## config.mk

```make
export PLATFORM = sky130hd
export DESIGN_NAME = writeback_unit
export DESIGN_NICKNAME = d
export VERILOG_FILES = /design/src/rtl/writeback_unit.sv
export SDC_FILE = /design/constraint.sdc
export NUM_CORES = 1
export LEC_CHECK = 0
export ABC_CLOCK_PERIOD_IN_PS = 11900
export CAP_MARGIN = 20
export CORE_ASPECT_RATIO = 1.5
export CORE_MARGIN = 10
export CORE_UTILIZATION = 50
export DETAILED_ROUTE_END_ITERATION = 7
export GPL_ROUTABILITY_DRIVEN = 0
export MAX_ROUTING_LAYER = met4
export PLACE_DENSITY = 0.73
export SLEW_MARGIN = 40
export SYNTH_ARGS = -nofsm -noshare
export SYNTH_HDL_FRONTEND = slang
export SYNTH_SLANG_ARGS = --single-unit
```

## constraint.sdc

```tcl
create_clock -name I_CLOCK -period 11.9 [get_ports I_CLOCK]
set_input_delay 1.785 -clock I_CLOCK [delete_from_list [all_inputs] [get_ports I_CLOCK]]
set_output_delay 1.785 -clock I_CLOCK [all_outputs]
set_load 0.02 [all_outputs]
```

## src/rtl/writeback_unit.sv

```systemverilog
// writeback_unit: final pipeline stage of the GPU core.
//
// Collects completed scalar/vector results from the memory (LDW) and ALU paths, orders them
// (memory result is older than a same-cycle ALU result), and retires at most one register-file
// write per cycle through a registered write port. Results that cannot retire immediately are
// held in a small in-order circular queue.
//
// Optional feature: define WB_COND_CODE_EN to add the N/Z/P condition-code register and the
// O_CondCode port. Without it the port and register are absent.
//
// Ports:
//   I_CLOCK, I_RESET                  clock, synchronous active-high reset
//   I_Mem*/O_MemReady                 memory-path result handshake
//   I_Alu*/O_AluReady                 ALU-path result handshake
//   O_WriteBackEnable/Data            scalar register write
//   O_VWriteBackEnable/Data           vector register write
//   O_WriteBackRegIdx                 destination index shared by both writes
//   O_CondCode                        N/Z/P of the last scalar write (WB_COND_CODE_EN only)
//   O_Empty                           nothing queued and nothing on the write port

module writeback_unit #(
  parameter int unsigned REG_WIDTH  = 16,
  parameter int unsigned VREG_WIDTH = 64,
  parameter int unsigned DEPTH      = 4
) (
  input  logic                  I_CLOCK,
  input  logic                  I_RESET,

  input  logic                  I_MemValid,
  input  logic                  I_MemVector,
  input  logic [5:0]            I_MemRegIdx,
  input  logic [VREG_WIDTH-1:0] I_MemData,
  output logic                  O_MemReady,

  input  logic                  I_AluValid,
  input  logic                  I_AluVector,
  input  logic [5:0]            I_AluRegIdx,
  input  logic [VREG_WIDTH-1:0] I_AluData,
  output logic                  O_AluReady,

  output logic                  O_WriteBackEnable,
  output logic                  O_VWriteBackEnable,
  output logic [5:0]            O_WriteBackRegIdx,
  output logic [REG_WIDTH-1:0]  O_WriteBackData,
  output logic [VREG_WIDTH-1:0] O_VWriteBackData,
  output logic                  O_Empty
`ifdef WB_COND_CODE_EN
  ,
  output logic [2:0]            O_CondCode
`endif
);

  localparam int unsigned PtrW = $clog2(DEPTH);
  localparam int unsigned CntW = $clog2(DEPTH + 1);

  typedef struct packed {
    logic                  vector;
    logic [5:0]            idx;
    logic [VREG_WIDTH-1:0] data;
  } entry_t;

  entry_t          queue_q [DEPTH];
  logic [PtrW-1:0] head_q, head_d;
  logic [PtrW-1:0] tail_q, tail_d;
  logic [PtrW-1:0] tail_p1;
  logic [CntW-1:0] count_q, count_d;

  entry_t mem_ent, alu_ent;
  logic   mem_acc, alu_acc;
  logic   out_valid;
  entry_t out_ent;
  logic   pop;
  logic   push0_en, push1_en;
  entry_t push0_ent, push1_ent;

  // Ready depends on registered occupancy only, so a same-cycle pop never frees a slot early.
  // The ALU path keeps one slot in reserve so both paths can be taken in one cycle.
  assign O_MemReady = (count_q < CntW'(DEPTH));
  assign O_AluReady = (count_q < CntW'(DEPTH - 1));

  assign mem_ent = '{vector: I_MemVector, idx: I_MemRegIdx, data: I_MemData};
  assign alu_ent = '{vector: I_AluVector, idx: I_AluRegIdx, data: I_AluData};
  assign mem_acc = I_MemValid & O_MemReady;
  assign alu_acc = I_AluValid & O_AluReady;

  assign tail_p1 = tail_q + 1'b1;

  // Oldest item goes to the write port: queue head, then memory arrival, then ALU arrival.
  // Anything not retired is appended in the same order.
  always_comb begin
    out_valid = 1'b0;
    out_ent   = '0;
    pop       = 1'b0;
    push0_en  = 1'b0;
    push0_ent = '0;
    push1_en  = 1'b0;
    push1_ent = '0;
    if (count_q != '0) begin
      out_valid = 1'b1;
      out_ent   = queue_q[head_q];
      pop       = 1'b1;
      if (mem_acc) begin
        push0_en  = 1'b1;
        push0_ent = mem_ent;
        if (alu_acc) begin
          push1_en  = 1'b1;
          push1_ent = alu_ent;
        end
      end else if (alu_acc) begin
        push0_en  = 1'b1;
        push0_ent = alu_ent;
      end
    end else if (mem_acc) begin
      out_valid = 1'b1;
      out_ent   = mem_ent;
      if (alu_acc) begin
        push0_en  = 1'b1;
        push0_ent = alu_ent;
      end
    end else if (alu_acc) begin
      out_valid = 1'b1;
      out_ent   = alu_ent;
    end
  end

  always_comb begin
    count_d = count_q + CntW'(push0_en) + CntW'(push1_en) - CntW'(pop);
    head_d  = head_q + PtrW'(pop);
    tail_d  = tail_q + PtrW'(push0_en) + PtrW'(push1_en);
  end

  // Storage needs no reset; occupancy is tracked by count/head/tail.
  always_ff @(posedge I_CLOCK) begin
    if (push0_en) queue_q[tail_q] <= push0_ent;
    if (push1_en) queue_q[tail_p1] <= push1_ent;
  end

  always_ff @(posedge I_CLOCK) begin
    if (I_RESET) begin
      count_q            <= '0;
      head_q             <= '0;
      tail_q             <= '0;
      O_WriteBackEnable  <= 1'b0;
      O_VWriteBackEnable <= 1'b0;
      O_WriteBackRegIdx  <= '0;
      O_WriteBackData    <= '0;
      O_VWriteBackData   <= '0;
    end else begin
      count_q            <= count_d;
      head_q             <= head_d;
      tail_q             <= tail_d;
      O_WriteBackEnable  <= out_valid & ~out_ent.vector;
      O_VWriteBackEnable <= out_valid & out_ent.vector;
      if (out_valid) O_WriteBackRegIdx <= out_ent.idx;
      // The data output of the write kind not issued holds its value.
      if (out_valid && !out_ent.vector) O_WriteBackData <= out_ent.data[REG_WIDTH-1:0];
      if (out_valid && out_ent.vector) O_VWriteBackData <= out_ent.data;
    end
  end

  assign O_Empty = (count_q == '0) & ~O_WriteBackEnable & ~O_VWriteBackEnable;

`ifdef WB_COND_CODE_EN
  logic [2:0] cc_next;

  always_comb begin
    if (out_ent.data[REG_WIDTH-1]) begin
      cc_next = 3'b100;
    end else if (out_ent.data[REG_WIDTH-1:0] == '0) begin
      cc_next = 3'b010;
    end else begin
      cc_next = 3'b001;
    end
  end

  // Loads alongside the scalar write so the code is valid in the cycle the write appears.
  always_ff @(posedge I_CLOCK) begin
    if (I_RESET) begin
      O_CondCode <= 3'b000;
    end else if (out_valid && !out_ent.vector) begin
      O_CondCode <= cc_next;
    end
  end
`endif

endmodule

```

==> results by group, run 1 <==
Setup path
  – WP data required: about 12 ns
  – Peak fanout along the critical path: 53
  – Type of element launching the critical path: input port
  – Worst EP arrival: 5.20 ns
  – R2R cell count: 7
  – Setup CP Type: in2reg
  – CP Capture Type: register

Drt
  – Final WL: 61.0 mm
  – DRT antenna net count: 0
  – Drt pass-1 iters: 6
  – WL/cell: 27.8 um
  – DRC viols: 0
  – Vias: roughly 15000
  – Via-per-instance ratio: 6.81
  – 1st-iter DRT viols: 1445

Synthesis
  – Number of library cell types mapped by synthesis: 50
  – Sequential share of the synthesized area: between 50% and 60%
  – Synth Cell Area: roughly 19000 sq um
  – Cell count after synthesis: 1515
  – Multiplexer area fraction after synthesis: 12.8%
  – Largest family of logic cells by synthesized area: compound AO/OA/AOI/OAI gates
  – Yosys reg bits: roughly 380
  – Avg Cell Area, Syn: 12.5 sq um
  – Share of the synthesized area in the top cell type: a little under half
  – Synthesis warning total: 0
  – EDFF count, synth: around 280
  – Post-synth net total: 1666
  – Most common flop cell mapped by yosys: edfxtp_1
  – Synth Area in Compound Gates: 17.8%
  – Post-Synth Adder-Cell Area: less than 1%
  – Top post-synthesis cells by area: edfxtp_1 45%, dfxtp_1 10%, mux4_2 8.5%
  – Yosys top cell by area: edfxtp_1
  – Post-Synth XOR/XNOR Area: 0.139%
  – Async S/R FF share, synth: 0%
  – Post-synthesis simple-gate area fraction: between 9 and 10%

Placement
  – Post-detail-place hpwl: 36.9 mm
  – Port Buffers: approximately 240
  – Placed inst area: between 20000 and 25000 sq um

CTS
  – CTS tree: yes
  – H-tree levels: 2
  – Worst-path clk slew: roughly 0.060 ns
  – CTS root buf: clkbuf_16
  – # Post-CTS Setup Buffers: 0
  – Hold-fix buffers, CTS: 0
  – Resized cells post-CTS: 0
  – Clk sink count: between 300 and 400
  – CTS buffer count: 39
  – CTS Buffer Depth: 3
  – Clock Latency Late Sink: around 0.55 ns

Global routing
  – GRT Util Overall: 26.5%
  – Number of global-route vias before repair: ~16000
  – Antenna violations before repair: 3
  – GR Overflow Total: 0
  – Global-route wire length before repair: 92.1 mm
  – Pin count of the biggest net entering global routing: 95

STA
  – Final Setup Violations: 0
  – Relative slew slack: 40.7%
  – Part of the cycle the worst path needs: 42.2%
  – Hold Fails Final Rpt: 0
  – Setup TNS: 0 ns
  – Least-Margin Pin Slew: 0.881 ns
  – RSZ-0062 raised after global routing: no
  – Fmax: around 0.2 GHz
  – Fin Hold WS: between 0.4 and 0.5 ns
  – Max Clock Skew: between 0.015 and 0.02 ns
  – Min Tclk post-route: 5.03 ns
  – Slew Limit Fails: 0

Floorplanning
  – Starting density of the core: 50.5%
  – Die Y: 258 um
  – Num rows: 87
  – Die area: roughly 46000 sq um
  – I/O pins: 237
  – Die span in x: between 150 and 200 um
  – Core region area: around 37000 sq um

Final layout
  – Post-Route Utilization: 61.1%
  – Area growth, synth to finish: 21.0%
  – Nets@finish: 1823
  – Fillcell total: around 3000
  – FF+latch area: ~10000 sq um
  – Multi-input gate area: approximately 7900 sq um
  – Layout cells sized above 1: a little under an eighth
  – Final instance area: about 23000 sq um

Power and ir drop
  – Worst VDD drop: 0.000144 V
  – Pleak: 7.66 nW
  – Pwr/cell area: between 200 and 250 nW/um^2

Hold path
  – Worst min-delay path class: reg2reg
  – Worst Hold Depth: 2

Flow run
  – Max Cap Violations: 0

Outcome
  – Status: complete, no violations
==> synth_stat cells (50+ instances only) <==
library cell,instances
a211o_1,64
a21oi_1,52
a32o_1,65
buf_2,62
clkbuf_1,84
dfxtp_1,95
edfxtp_1,284
mux2i_1,80
mux4_2,71
nand2_1,115
nand2b_1,83
nand4_1,50
nor2_1,85
o22ai_1,164
o2bb2ai_1,58
==> sequential cells by signal, indices dropped and copies added, names as in the netlist, 2 cells and up <==
register and flops:
queue_q 284, O_VWriteBackData 64, O_WriteBackData 16, O_WriteBackRegIdx 6
count_q 3, head_q 2, tail_q 2
==> critical path, cell delays in order <==
cell and delay, ns:
clkdlybuf4s50_1 0.71, inv_2 0.04, buf_4 0.36, a221o_1 0.52, mux2_2 0.36, nor2_4 0.64, buf_4 0.72
==> layer usage <==
layer	track usage [%]	up-vias	part of all wire, %
met5	-	-	0
met4	13.8	0	4.9
met1	29.2	7342	34
met3	3.51	173	8.4
li1	-	6423	-
met2	45.6	1008	52
==> power by group <==
group	total, W	switching [W]	internal, W
Clock	0.00118	0.000515	0.000666
Combinational	0.00238	0.00140	0.000982
Sequential	0.00196	0.000133	0.00183
==> metrics by stage <==
step	setup WS, ns	total power, W	std cells
2_1_floorplan	5.19	0.00356	1515
3_3_place_gp	6.31	0.00426	2112
3_5_place_dp	6.26	0.00433	2117
4_1_cts	6.82	0.00550	2189
5_1_grt	6.71	0.00575	2195
6_report	6.87	0.00553	2195
==> path summary, 6_finish.rpt <==
| check | startpoint | end | slack, ns |
|---|---|---|---|
| max reg2reg | count_q[2]$_SDFF_PP0_ | queue_q[1][27]$_DFFE_PP_ | 7.62 |
| max | I_MemValid | queue_q[1][27]$_DFFE_PP_ | 6.87 |
| min reg2reg | O_WriteBackData[14]$_SDFFE_PP0P_ | O_WriteBackData[14]$_SDFFE_PP0P_ | 0.47 |
| min | O_WriteBackData[14]$_SDFFE_PP0P_ | O_WriteBackData[14]$_SDFFE_PP0P_ | 0.47 |
==> cells in the final DEF, fill, tap and decap left out, drive strengths merged, types with 58 or more instances in the layout <==
master         instances
edfxtp               284
clkdlybuf4s50        235
o22ai                164
nand2                116
dfxtp                 95
nor2                  91
nand2b                83
mux2i                 80
mux4                  71
a32o                  65
a211o                 64
o2bb2ai               58
==> layout make-up <==
cell class	count	area share (%)
multi-input combinational	971	34.4
timing repair buffer	275	11.9
clock inverter	18	0.542
tap	489	2.68
inverter	6	0.0985
sequential	379	45.6
clock buffer	54	4.78
antenna	3	0.0328
==> kinds of logic (layout without fill, tap and decap cells) <==
family / count (synthesis) / after routing
compound gates: 446 / 446
flops: 379 / 379
simple gates: 365 / 365
buf+inv: 165 / 353
mux: 152 / 152
fa+ha+maj: 5 / 5
xor+xnor: 3 / 3
other cells: 0 / 3
(Power assumes the default switching activity.)
==> run 2, diff against run 1 <==
--- a/config.mk
+++ b/config.mk
@@ -5,7 +5,7 @@
 export SDC_FILE = /design/constraint.sdc
 export NUM_CORES = 1
 export LEC_CHECK = 0
-export ABC_CLOCK_PERIOD_IN_PS = 11900
+export ABC_CLOCK_PERIOD_IN_PS = 4700
 export CAP_MARGIN = 20
 export CORE_ASPECT_RATIO = 1.5
 export CORE_MARGIN = 10
==> constraint.sdc (replaced) <==
create_clock -name I_CLOCK -period 4.7 [get_ports I_CLOCK]
set_input_delay 0.705 -clock I_CLOCK [delete_from_list [all_inputs] [get_ports I_CLOCK]]
set_output_delay 0.705 -clock I_CLOCK [all_outputs]
set_load 0.02 [all_outputs]
==> results by group, run 2 (synthesis results as in run 1) <==
Outcome
  – Status: complete, no violations

STA
  – Min Tclk post-route: between 3 and 4 ns
  – Final worst slack: 1.43 ns (-5.45 ns)
  – Relative slew slack: 43.4% (+2.7 points)
  – RSZ-0062 raised after global routing: no
  – Fmax: ~0.31 GHz
  – Least-Margin Pin Slew: 0.849 ns (-0.0323 ns)
  – Part of the cycle the worst path needs: between 60% and 70%
  – Hold Fails Final Rpt: 0 (unchanged)
  – Slew Limit Fails: 0 (unchanged)
  – Final Setup Violations: 0 (unchanged)
  – Max Clock Skew: 0.0229 ns (+0.00782 ns)

Floorplanning
  – I/O pins: 237 (unchanged)
  – Starting density of the core: 50.5% (unchanged)
  – Num rows: 87 (unchanged)
  – Core region area: 37400 sq um (unchanged)
  – Die area: 46100 sq um (unchanged)
  – Die span in x: 179 um (unchanged)
  – Die Y: 258 um (unchanged)

CTS
  – Clock Latency Late Sink: 0.55 ns (about the same)
  – H-tree levels: 2 (unchanged)
  – CTS tree: yes
  – Worst-path clk slew: 0.06 ns (about the same)
  – CTS Buffer Depth: 3 (unchanged)
  – Resized cells post-CTS: 0 (unchanged)
  – CTS root buf: clkbuf_16
  – CTS buffer count: 37 (-5.1%)
  – Clk sink count: 379 (unchanged)
  – Hold-fix buffers, CTS: 0 (unchanged)
  – # Post-CTS Setup Buffers: 0 (unchanged)

Drt
  – Final WL: 61.6 mm (+1.0%)
  – DRT antenna net count: 0 (unchanged)
  – DRC viols: 0 (unchanged)
  – Via-per-instance ratio: 6.88 (+1.0%)
  – Drt pass-1 iters: 5 (-1)
  – WL/cell: 28.0 um (+0.99%)
  – Vias: 15107 (+1.1%)
  – 1st-iter DRT viols: 1550 (+7.3%)

Placement
  – Post-detail-place hpwl: 37.1 mm (+0.48%)
  – Port Buffers: 236 (unchanged)
  – Dpl ws: 0.888 ns (-5.37 ns)
  – Placed inst area: 21700 sq um (+0.37%)

Setup path
  – Type of element launching the critical path: input port
  – Peak fanout along the critical path: 31 (-42%)
  – CP Cell Sequence: clkdlybuf4s50_1, inv_2, buf_4, or3_1, a21oi_4, buf_12, o2bb2ai_1
  – Slowest stage cell, crit path: clkdlybuf4s50_1
  – WP data required: 5.07 ns (-7.00 ns)
  – Crit path max-delay family: buffers and inverters
  – R2R cell count: 7 (unchanged)
  – Crit path largest cell delay: 0.74 ns (+0.02 ns)
  – Buf/Inv on CP: 4 (unchanged)
  – CP Capture Type: register
  – Worst EP arrival: 3.64 ns (-1.56 ns)
  – Setup CP Type: in2reg
  – Critical path depth: 7 (unchanged)

Final layout
  – Final instance area: 23000 sq um (+0.51%)
  – Largest register by flop count: queue_q
  – Max reg flops: 284 (unchanged)
  – Leading registers by flop count: queue_q: 284 flops, O_VWriteBackData: 64 flops, O_WriteBackData: 16 flops
  – Nets@finish: 1825 (+0.11%)
  – Most common cell after layout, fill and taps aside: edfxtp_1
  – Most frequent cells in the layout: 284 x edfxtp_1, 235 x clkdlybuf4s50_1, 162 x o22ai_1
  – Layout cells sized above 1: 12.2% (+0.41 points)
  – Area growth, synth to finish: 21.6%
  – Post-Route Utilization: 61.4% (+0.31 points)

Power and ir drop
  – Clk pwr share: 22.1% (+0.7 points)
  – Sw frac: 36.8% (-0.28 points)
  – Flop pwr share: 35.1% (-0.4 points)
  – P_int: 0.00897 W (+160%)
  – Psw: 0.00521 W (+150%)
  – Worst VDD drop: 0.000380 V (+160%)
  – Combinational Power Share: 42.7% (-0.4 points)
  – Pleak: 7.71 nW (+0.72%)
  – Pwr/cell area: 617 nW/um^2 (+160%)

Hold path
  – Worst Hold Depth: 2 (unchanged)
  – Worst min-delay path class: reg2reg

Global routing
  – GR Overflow Total: 0 (unchanged)
  – Pin count of the biggest net entering global routing: 121 (+27%)
  – Antenna violations before repair: 4 (+1)
  – Global-route wire length before repair: 92.9 mm (+0.89%)
  – GRT Util Overall: 26.7% (+0.25 points)
  – Number of global-route vias before repair: 15855 (+0.31%)

Flow run
  – Max Cap Violations: 0 (unchanged)
## run 2: stage by stage
stage	hold slack [ns]	std cells	total power (W)	TNS (ns)
detailed placement	0.466	2123	0.0110	0
CTS	0.479	2191	0.0141	0
global route	0.493	2196	0.0148	0
global placement	0.460	2122	0.0108	0
finish	0.475	2196	0.0142	0
floorplan	0.549	1515	0.00900	-182.13
## run 2: layer usage
metal | vias up | global-route usage (%) | wire length (um)
met5 | - | - | 0
met4 | 0 | 15.6 | 3290
met2 | 1048 | 44.2 | 31500
li1 | 6416 | - | -
met1 | 7429 | 30.0 | 21200
met3 | 214 | 4.35 | 5580
## run 2: power groups by stage
stage / Combinational, W / Sequential [W] / Clock [W]
6_report: 0.00606 / 0.00498 / 0.00314
5_1_grt: 0.00642 / 0.00505 / 0.00329
4_1_cts: 0.00599 / 0.00498 / 0.00316
3_5_place_dp: 0.00595 / 0.00504 / 0
3_3_place_gp: 0.00583 / 0.00501 / 0
2_1_floorplan: 0.00383 / 0.00517 / 0
## run 2: layout make-up
type / count / area, sq um
Timing Repair Buffer: 279 / 2760
Tap cell: 489 / 612
Sequential cell: 379 / 10400
Antenna cell: 4 / 10.0
Inverter: 6 / 22.5
Multi-Input combinational cell: 971 / 7870
Clock buffer: 50 / 1020
Clock inverter: 18 / 250
Fill cell: 2956 / 14500
## run 2: path summary, 6_finish.rpt
check | from | slack [ns] | endpoint
worst min-delay path | O_WriteBackData[10]$_SDFFE_PP0P_ | 0.47 | O_WriteBackData[10]$_SDFFE_PP0P_
worst min register to register | O_WriteBackData[10]$_SDFFE_PP0P_ | 0.47 | O_WriteBackData[10]$_SDFFE_PP0P_
worst max-delay path | I_MemValid | 1.43 | queue_q[0][50]$_DFFE_PP_
worst max register to register | count_q[1]$_SDFF_PP0_ | 1.50 | queue_q[3][36]$_DFFE_PP_
## run 2: worst min-delay path: cells and delay by family (launching register included)
| family | cells | cell delay, ns |
|---|---|---|
| and+or+nand+nor | 1 | 0.06 |
| muxes | 1 | 0.06 |
| DFF | 1 | 0.31 |
